## src/rtl/store_merge_unit.sv

```systemverilog
// Store unit for the multicycle datapath: checks alignment, writes full-width stores
// directly and does read-merge-write for partial-width stores.
module store_merge_unit #(
  parameter int XLEN    = 64,
  parameter int MEM_LAT = 1
) (
  input  logic            clk,
  input  logic            reset,
  input  logic            req_valid,
  output logic            req_ready,
  input  logic [2:0]      funct3,
  input  logic [XLEN-1:0] addr,
  input  logic [XLEN-1:0] store_data,
  output logic [XLEN-1:0] mem_addr,
  output logic            mem_rd_en,
  input  logic [XLEN-1:0] mem_rd_data,
  output logic            mem_wr_en,
  output logic [XLEN-1:0] mem_wr_data,
  output logic            done,
  output logic            misaligned,
  output logic            illegal
);
  localparam int NB = XLEN / 8;
  localparam int OB = $clog2(NB);
  localparam int CW = (MEM_LAT > 1) ? $clog2(MEM_LAT) : 1;

  typedef enum logic [2:0] {S_IDLE, S_READ, S_WAIT, S_WRITE, S_FAULT} state_t;

  state_t          state_q, state_d;
  logic [CW-1:0]   cnt_q, cnt_d;
  logic            ill_q, ill_d;
  logic [2:0]      f3_q, f3_d;
  logic [XLEN-1:0] addr_q, addr_d;
  logic [XLEN-1:0] sd_q, sd_d;
  logic [XLEN-1:0] rd_q, rd_d;

  logic req_ill, req_mis, req_full;

  // Store bytes are pre-shifted into their lanes, then only lanes
  // [off, off+size-1] are taken from the shifted value.
  function automatic logic [XLEN-1:0] merge_bytes(input logic [XLEN-1:0] word,
                                                  input logic [XLEN-1:0] data,
                                                  input logic [OB-1:0]   off,
                                                  input logic [2:0]      f3);
    logic [XLEN-1:0] shifted;
    int              nbytes;
    shifted     = data << {off, 3'b000};
    nbytes      = 1 << f3;
    merge_bytes = word;
    for (int i = 0; i < NB; i++) begin
      if (i >= int'(off) && i < int'(off) + nbytes)
        merge_bytes[i*8 +: 8] = shifted[i*8 +: 8];
    end
  endfunction

  always_comb begin
    req_ill  = funct3[2] || (funct3 == 3'd3 && XLEN == 32);
    req_full = (funct3 == 3'(OB));
    case (funct3)
      3'd1:    req_mis = addr[0];
      3'd2:    req_mis = (addr[1:0] != 2'b00);
      3'd3:    req_mis = (addr[2:0] != 3'b000);
      default: req_mis = 1'b0;
    endcase
  end

  always_comb begin
    state_d = state_q;
    cnt_d   = cnt_q;
    ill_d   = ill_q;
    f3_d    = f3_q;
    addr_d  = addr_q;
    sd_d    = sd_q;
    rd_d    = rd_q;
    case (state_q)
      S_IDLE: begin
        if (req_valid && req_ready) begin
          f3_d   = funct3;
          addr_d = addr;
          sd_d   = store_data;
          ill_d  = req_ill;
          if (req_ill || req_mis) state_d = S_FAULT;
          else if (req_full)      state_d = S_WRITE;
          else                    state_d = S_READ;
        end
      end
      S_READ: begin
        cnt_d   = CW'(MEM_LAT - 1);
        state_d = S_WAIT;
      end
      S_WAIT: begin
        if (cnt_q == '0) begin
          rd_d    = mem_rd_data;
          state_d = S_WRITE;
        end else begin
          cnt_d = cnt_q - 1'b1;
        end
      end
      S_WRITE: state_d = S_IDLE;
      S_FAULT: state_d = S_IDLE;
      default: state_d = S_IDLE;
    endcase
  end

  always_comb begin
    req_ready   = (state_q == S_IDLE) && !reset;
    mem_rd_en   = (state_q == S_READ);
    mem_wr_en   = (state_q == S_WRITE);
    done        = (state_q == S_WRITE);
    misaligned  = (state_q == S_FAULT) && !ill_q;
    illegal     = (state_q == S_FAULT) && ill_q;
    mem_addr    = (state_q != S_IDLE) ? (addr_q & ~XLEN'(NB - 1)) : '0;
    // A full-width store replaces every lane, so the stale read word never leaks through.
    mem_wr_data = (state_q == S_WRITE) ? merge_bytes(rd_q, sd_q, addr_q[OB-1:0], f3_q) : '0;
  end

  always_ff @(posedge clk or posedge reset) begin
    if (reset) begin
      state_q <= S_IDLE;
      cnt_q   <= '0;
      ill_q   <= 1'b0;
    end else begin
      state_q <= state_d;
      cnt_q   <= cnt_d;
      ill_q   <= ill_d;
    end
  end

  always_ff @(posedge clk) begin
    f3_q   <= f3_d;
    addr_q <= addr_d;
    sd_q   <= sd_d;
    rd_q   <= rd_d;
  end
endmodule
```

## config.mk

```make
export PLATFORM = sky130hd
export DESIGN_NAME = store_merge_unit
export DESIGN_NICKNAME = d
export VERILOG_FILES = /design/src/rtl/store_merge_unit.sv
export SDC_FILE = /design/constraint.sdc
export NUM_CORES = 1
export LEC_CHECK = 0
export CORE_MARGIN = 3
export CORE_UTILIZATION = 46
export CTS_CLUSTER_DIAMETER = 120
export DETAILED_ROUTE_END_ITERATION = 10
export HOLD_SLACK_MARGIN = 0.03
export PLACE_DENSITY = 0.81
export RECOVER_POWER = 25
export SLEW_MARGIN = 40
export SYNTH_ARGS = -nofsm -noshare
export SYNTH_HDL_FRONTEND = slang
export SYNTH_SLANG_ARGS = --single-unit
```

## constraint.sdc

```tcl
create_clock -name clk -period 7.6 [get_ports clk]
set_clock_uncertainty 0.05 [all_clocks]
set_input_delay 1.14 -clock clk [delete_from_list [all_inputs] [get_ports clk]]
set_output_delay 1.14 -clock clk [all_outputs]
set_load 0.02 [all_outputs]
```

==> flow_summary_export.csv <==
group,metric,value,unit
global_route,met2_usage,42.1,%
logic_synthesis,syn-cell-area,9580,µm²
global_route,busiest_layer,"met2",
pwr,power_frac_clock,26.8,%
critical_path,worstReg2RegStart,"state_q[2]",
global_route,grt_max_degree,85,
global_route,grt_use_met1,29.5,%
critical_path,critPathLaunchType,"register",
logic_synthesis,synth-xor-area-share,0.170,%
logic_synthesis,async_flop_share,2.01,%
placed_design,pre_cts_slack,2.95,ns
cts,hold_buffers,0,
critical_path,crit_fanout,61,
global_route,use_met3,8.67,%
sta,tns,0,ns
global_route,grt_pass1_wl,41.3,mm
logic_synthesis,syn_avg_cell_area,13.3,µm²
min_path,hold_class,"register to register",
sta,fin_crit,5.11,ns
final_layout,most-common-layout-cells,"199 x clkdlybuf4s50_1, 195 x edfxtp_1, 129 x dlygate4sd3_1",
logic_synthesis,synth_top_family_by_area,"multiplexers",
cts,clock_latency,0.43,ns
final_layout,fin_nets,1231,
cts,clk_pin_slew,0.07,ns
final_layout,final_area,13700,µm²
floorplan,core.rowCount,52,
floorplan,floorplan.initialDensity,47.0,%
placed_design,dp_hpwl,21.8,mm
sta,worst_pin_slew,0.842,ns
logic_synthesis,ys_seq_area_share,62.2,%
sta,rsz0062_at_grt,"false",
detailed_routing,antenna_left,0,
final_layout,final_layout_size_suffix_gt1_share,6.53,%
critical_path,path_class,"register to output pin",
detailed_routing,vias_per_cell,5.38,
outcome,run_status,"finished clean",
pwr,swShare,32.3,%
logic_synthesis,synthMuxAreaShare,14.5,%
job,cap_violations,0,
final_layout,register_area,5960,µm²
sta,setup_viol,0,
min_path,hp-start,"ill_q",
logic_synthesis,synth_edf_count,195,
placed_design,gp_congestion,0.933,
cts,cts_resized,0,
floorplan,ios,332,
critical_path,cp_slowest_cell,"clkinv_2",
critical_path,rr_endpoint,"sd_q[45]",
critical_path,path_buf_inv,3,
cts,h-tree-depth,4,
cts,cts_setup_buffers,0,
global_route,grt_pass1_vias,7075,
logic_synthesis,ys_ff_latch,199,
logic_synthesis,synth_fa_ha_area_share,0.601,%
critical_path,critPathRequiredTime,6.41,ns
critical_path,r2r_cells,4,
pwr,powerDensity,252,nW/µm²
pwr,switchingPower,1.11,mW
min_path,whs_endpoint,"ill_q",
cts,cts_tree,"yes",
floorplan,core-area,20400,µm²
logic_synthesis,synthSimpleGateAreaFrac,12.4,%
detailed_routing,dr.first_iter.drc_count,610,
detailed_routing,routed_wl,28.3,mm
sta,hold_violations,0,
cts,numCtsBuffers,17,
logic_synthesis,yosysWarnings,0,
logic_synthesis,yosysUniqueCellTypes,50,
global_route,antenna_found_initial,5,
final_layout,multi_input_area,3370,µm²
critical_path,cp.arrival,3.92,ns
critical_path,path_cells,"nand3b_1 > clkinv_2 > buf_4 > and2_1 > mux2_2 > clkdlybuf4s50_1",
final_layout,finish.utilization,67.1,%
critical_path,cp-end-kind,"output pin",
detailed_routing,dr.pass1.iters,6,
cts,cts_buffer_depth,2,
cts,cts_root_buf,"clkbuf_16",
global_route,grtUsageTotal,24.6,%
final_layout,area_delta_synth_final,42.6,%
final_layout,fillers,1522,
floorplan,die_width,150,µm
pwr,power.internal,2.33,mW
sta,setup_ws,2.49,ns
pwr,pwr-share-comb,30.9,%
detailed_routing,wl_per_cell,21.5,µm
pwr,pwr-share-seq,42.3,%
logic_synthesis,synth_compound_area_share,7.40,%
logic_synthesis,netlist_instances,722,
cts,cts_sinks,199,
logic_synthesis,yosys_most_used_dff,"edfxtp_1",
pwr,vdd_drop_max,0.176,mV
critical_path,crit_family,"buffers and inverters",
floorplan,dieArea,22600,µm²
floorplan,die_h,150,µm
min_path,holdPathStages,1,
pwr,leakage,4.79,nW
critical_path,slowest_delay,0.84,ns
placed_design,dpl_cell_area,13000,µm²
global_route,overflow,0,
sta,min_period_over_period,67.2,%
placed_design,numPortBuffers,328,
sta,slew_headroom,43.8,%
sta,slew_viol_final,0,
detailed_routing,drc_errors,0,
sta,fmax,196,MHz
critical_path,rrSetupSlack,4.93,ns
detailed_routing,vias,7078,
final_layout,final_common_cell,"clkdlybuf4s50_1",
## power groups by stage
stage | registers (mW) | logic (mW) | clock network [mW]
2_1_floorplan | 1.47 | 0.597 | 0
3_3_place_gp | 1.47 | 1.07 | 0
3_5_place_dp | 1.48 | 1.07 | 0
4_1_cts | 1.46 | 1.08 | 0.933
5_1_grt | 1.47 | 1.13 | 0.982
6_report | 1.45 | 1.06 | 0.920
## through the flow
stage	hold WS, ns	cells	power (mW)
floorplan	0.445	724	2.07
global placement	0.476	1280	2.54
detailed placement	0.524	1280	2.55
CTS	0.541	1312	3.47
global route	0.553	1316	3.58
finish	0.529	1316	3.44
## synthesized netlist by cell type (2+ instances only)
library cell | instances | area [µm²]
a211oi_1 | 10 | 75.1
a211oi_2 | 2 | 25.0
a21o_1 | 2 | 15.0
a21oi_1 | 20 | 100
a221oi_4 | 2 | 52.6
a22oi_1 | 8 | 60.1
a31oi_2 | 2 | 25.0
and2_1 | 70 | 438
buf_1 | 6 | 22.5
buf_2 | 11 | 55.1
buf_4 | 8 | 60.1
clkbuf_1 | 23 | 86.3
dfrtp_1 | 4 | 100
edfxtp_1 | 195 | 5860
ha_1 | 3 | 37.5
inv_1 | 6 | 22.5
mux2_2 | 8 | 90.1
mux2i_1 | 127 | 1270
nand2_1 | 87 | 327
nand2b_1 | 11 | 68.8
nand3_1 | 9 | 45.0
nand3b_1 | 4 | 30.0
nand4_1 | 2 | 12.5
nor2_1 | 26 | 97.6
nor2b_1 | 3 | 18.8
nor3_1 | 4 | 20.0
nor3b_1 | 5 | 37.5
o211ai_1 | 11 | 82.6
o21a_1 | 2 | 15.0
o21ai_0 | 12 | 60.1
o221ai_1 | 5 | 43.8
o22ai_1 | 8 | 50.1
o2bb2ai_1 | 5 | 43.8
or3b_2 | 5 | 43.8
## logic make-up (layout without fill, tap and decap cells)
kind of cell | count (synthesis) | count (layout)
AND/OR/NAND/NOR | 232 | 232
flip-flops | 199 | 199
multiplexers | 136 | 136
AO/OA/AOI/OAI | 93 | 93
buffers and inverters | 56 | 374
adder cells (fa/ha/maj) | 4 | 4
other | 1 | 7
XOR/XNOR | 1 | 1
## how the worst max path moves through the flow
stage / from / end / slack (ns) / cells after the start
6_report: state_q[0] / mem_wr_data[8] / 2.49 / 6
5_1_grt: state_q[0] / mem_wr_data[8] / 2.27 / 6
4_1_cts: state_q[2] / mem_wr_data[33] / 2.43 / 6
3_5_place_dp: state_q[2] / mem_wr_data[33] / 2.95 / 6
3_3_place_gp: addr_q[1] / mem_wr_data[14] / 3.06 / 7
2_1_floorplan: state_q[1] / rd_q[0] / 1.74 / 1
## routing by layer
metal  vias to the layer above  share of wire [%]
met3                        38                 10
met5                         -                  0
li1                       3287                  -
met2                       418                 50
met1                      3335                 37
met4                         0                2.1
## sequential cells by signal, indices dropped and copies added (netlist names)
name and cells:
state_q 3, addr_q 64, sd_q 64, ill_q 1, f3_q 3, rd_q 64
## worst register-to-register path: stages (launching register included)
cell,delay (ns)
dfrtp_1,0.44
nor3_1,0.36
nand2_1,0.20
inv_4,0.57
buf_6,0.66
## final cells by class
cell class / instances / area share [%]
clock buffer: 17 / 3.11
antenna: 4 / 0.0733
sequential: 199 / 43.6
clock inverter: 15 / 1.30
inverter: 7 / 0.220
tap: 270 / 2.47
multi-input combinational: 469 / 24.7
timing repair buffer: 335 / 24.5
Power figures use the tool's default switching activity.
==> RTL edit, RTL diff (same settings) <==
The 5 states of `state_t` get a one-hot encoding in 5 bits.
--- a/src/rtl/store_merge_unit.sv
+++ b/src/rtl/store_merge_unit.sv
@@ -24,7 +24,7 @@
   localparam int OB = $clog2(NB);
   localparam int CW = (MEM_LAT > 1) ? $clog2(MEM_LAT) : 1;
 
-  typedef enum logic [2:0] {S_IDLE, S_READ, S_WAIT, S_WRITE, S_FAULT} state_t;
+  typedef enum logic [4:0] {S_IDLE = 5'b00001, S_READ = 5'b00010, S_WAIT = 5'b00100, S_WRITE = 5'b01000, S_FAULT = 5'b10000} state_t;
 
   state_t          state_q, state_d;
   logic [CW-1:0]   cnt_q, cnt_d;
Function: no difference found for any inputs over 4 cycles, from zero or initial values and one cycle with reset high; so few cycles prove little.
==> RTL edit against the unedited design <==
Setup slack lost 0.48 ns. Sequential cell count grew 2. Via count grew 6.2%. Area after synthesis shrank 3.0%. First-iteration DRC count grew 10%. Sequential share of layout area grew 0.82 points. Wire length grew 5.7%. Cell area shrank 1.0%. Register-to-register slack gained 0.20 ns. Non-clock buffer count grew 5. Critical path type unchanged. Largest cell class unchanged. Highest routed layer is now met5.
Power is not compared: it rests on default switching activity, and its combinational part moved more than twofold at a synthesized area within 25%.
==> RTL edit: results (changes against the unedited design) <==
| Metric | Value |
|---|---|
| Antenna-violating nets left | 0 (unchanged) |
| Final net count | 1,245 (was 1,231) |
| CP Max Fanout | 64 (was 61) |
| CTS clock-pin slew for the worst setup and hold paths | 0.06 ns |
| Vias after detailed routing | 7,519 (was 7,078) |
| Htree depth | 1 (was 4) |
| Largest delay contributor family on the critical path | buffers and inverters (unchanged) |
| Pin count of the biggest net entering global routing | 76 (was 85) |
| Leakage | 0.00467 µW |
| Slowest-stage cell, CP | clkdlybuf4s50_1 (was clkinv_2) |
| CTS buffer count | 22 (was 17) |
| Antenna violations before repair | 9 (was 5) |
| Clock latency on the worst-skew pair | 0.50 ns (was 0.43 ns) |
| Area contributors post-synth | edfxtp_1 (63%), and2_1 (4.2%), a21oi_1 (4.1%) (was edfxtp_1 (61%), mux2i_1 (13%), and2_1 (4.6%)) |
| CTS Buffer Depth | 3 (was 2) |
| Number of buffers added on ports | 328 (unchanged) |
| Post-synth top cells | edfxtp_1 (195), a21oi_1 (76), and2_1 (63) (was edfxtp_1 (195), mux2i_1 (127), nand2_1 (87)) |
| Outcome | finished clean (unchanged) |
| Root Buffer | clkbuf_16 (unchanged) |
| PostCTS Resize Cnt | 0 (unchanged) |
| Adder-cell share of the synthesized area | 0.620% (was 0.601%) |
| Biggest regs | addr_q x64, rd_q x64, sd_q x64 (unchanged) |
| Post-CTS Setup Repair Bufs | 0 (unchanged) |
| Register area share after synthesis | 64.7% (was 62.2%) |
| Max stage delay on crit path | 0.71 ns (was 0.84 ns) |
| Post-synth EDFFs | 195 (unchanged) |
| DP Area | 0.0128 mm² (was 0.0130 mm²) |
| Async SR Flop Fraction | 2.99% (was 2.01%) |
| CP Data Arrival Time | 4.40 ns (was 3.92 ns) |
| Synth cell types | 51 (was 50) |
| Detail Placement HPWL | 22.5 mm (was 21.8 mm) |
| Worst-margin pin slew | 0.753 ns (was 0.842 ns) |
| Proportion of layout cells with a drive suffix above 1 | 7.38% (was 6.53%) |
| Most used DFF post-synth | edfxtp_1 (unchanged) |
| HP Class | flip-flop to flip-flop (unchanged) |
| Gr usage total | 26.6% (was 24.6%) |
| DR iter-0 viols | 674 (was 610) |
| WL final | 29.9 mm (was 28.3 mm) |
| GP Congestion | 0.890 (was 0.933) |
| XOR/XNOR Fraction of Synth Area | 0.189% (was 0.170%) |
| Mux share of post-synthesis cell area | 6.95% (was 14.5%) |
| Compound-Gate Fraction of Synth Area | 12.6% (was 7.40%) |
| Global-route wire length before repair | 44.3 mm (was 41.3 mm) |
| First-pass DRT Iterations | 5 (was 6) |
| Ys Warns | 0 (unchanged) |
| Worst vdd rail ir drop | 0.178 mV |
| Vias in the first global route | 7,620 (was 7,075) |
==> RTL edit: path summary, 6_finish.rpt <==
check	cells after the start	endpoint	slack [ns]	startpoint
worst max-delay path	8	mem_wr_data[35]	2.01	addr_q[0]
worst min-delay path	1	ill_q	0.49	ill_q
worst max register to register	6	ill_q	5.13	state_q[2]
worst min register to register	1	ill_q	0.49	ill_q
max in group asynchronous	2	state_q[0]	6.18	reset
min in group asynchronous	2	state_q[2]	1.06	reset
==> RTL edit: kinds of logic after synthesis <==
kind of cell | Yosys count
multiplexers | 60
other | 1
XOR/XNOR | 2
AO/OA/AOI/OAI | 179
buffers and inverters | 57
AND/OR/NAND/NOR | 224
flip-flops | 201
adder cells (fa/ha/maj) | 4
==> RTL edit: routing by layer <==
metal / vias to the layer above / wire [µm] / track usage, %
met5: - / 39 / 0
met4: 6 / 1240 / 10.8
li1: 3421 / - / -
met1: 3616 / 10600 / 31.0
met2: 390 / 15400 / 46.6
met3: 86 / 2610 / 7.22
==> RTL edit: power by group <==
part	switching [µW]	internal, µW
clock network	415	597
logic	203	188
registers	18.3	1260
==> RTL edit: final cells by class <==
type / instances / area (µm²)
inverters: 6 / 22.5
clock buffers: 32 / 618
multi-input cells: 472 / 3080
repair buffers: 340 / 3380
diodes: 6 / 15.0
flip-flops and latches: 201 / 6010
well taps: 265 / 332
fillers: 1513 / 6130
clock inverters: 6 / 63.8
==> RTL edit: through the flow <==
stage	utilization (%)	worst slack (ns)	cells	hold slack (ns)
after floorplan	-	0.402	730	0.447
after global placement	65.1	2.45	1283	0.461
after detailed placement	65.2	2.40	1284	0.474
after CTS	68.7	1.85	1322	0.488
after global routing	68.8	1.82	1328	0.506
final	68.8	2.01	1328	0.487
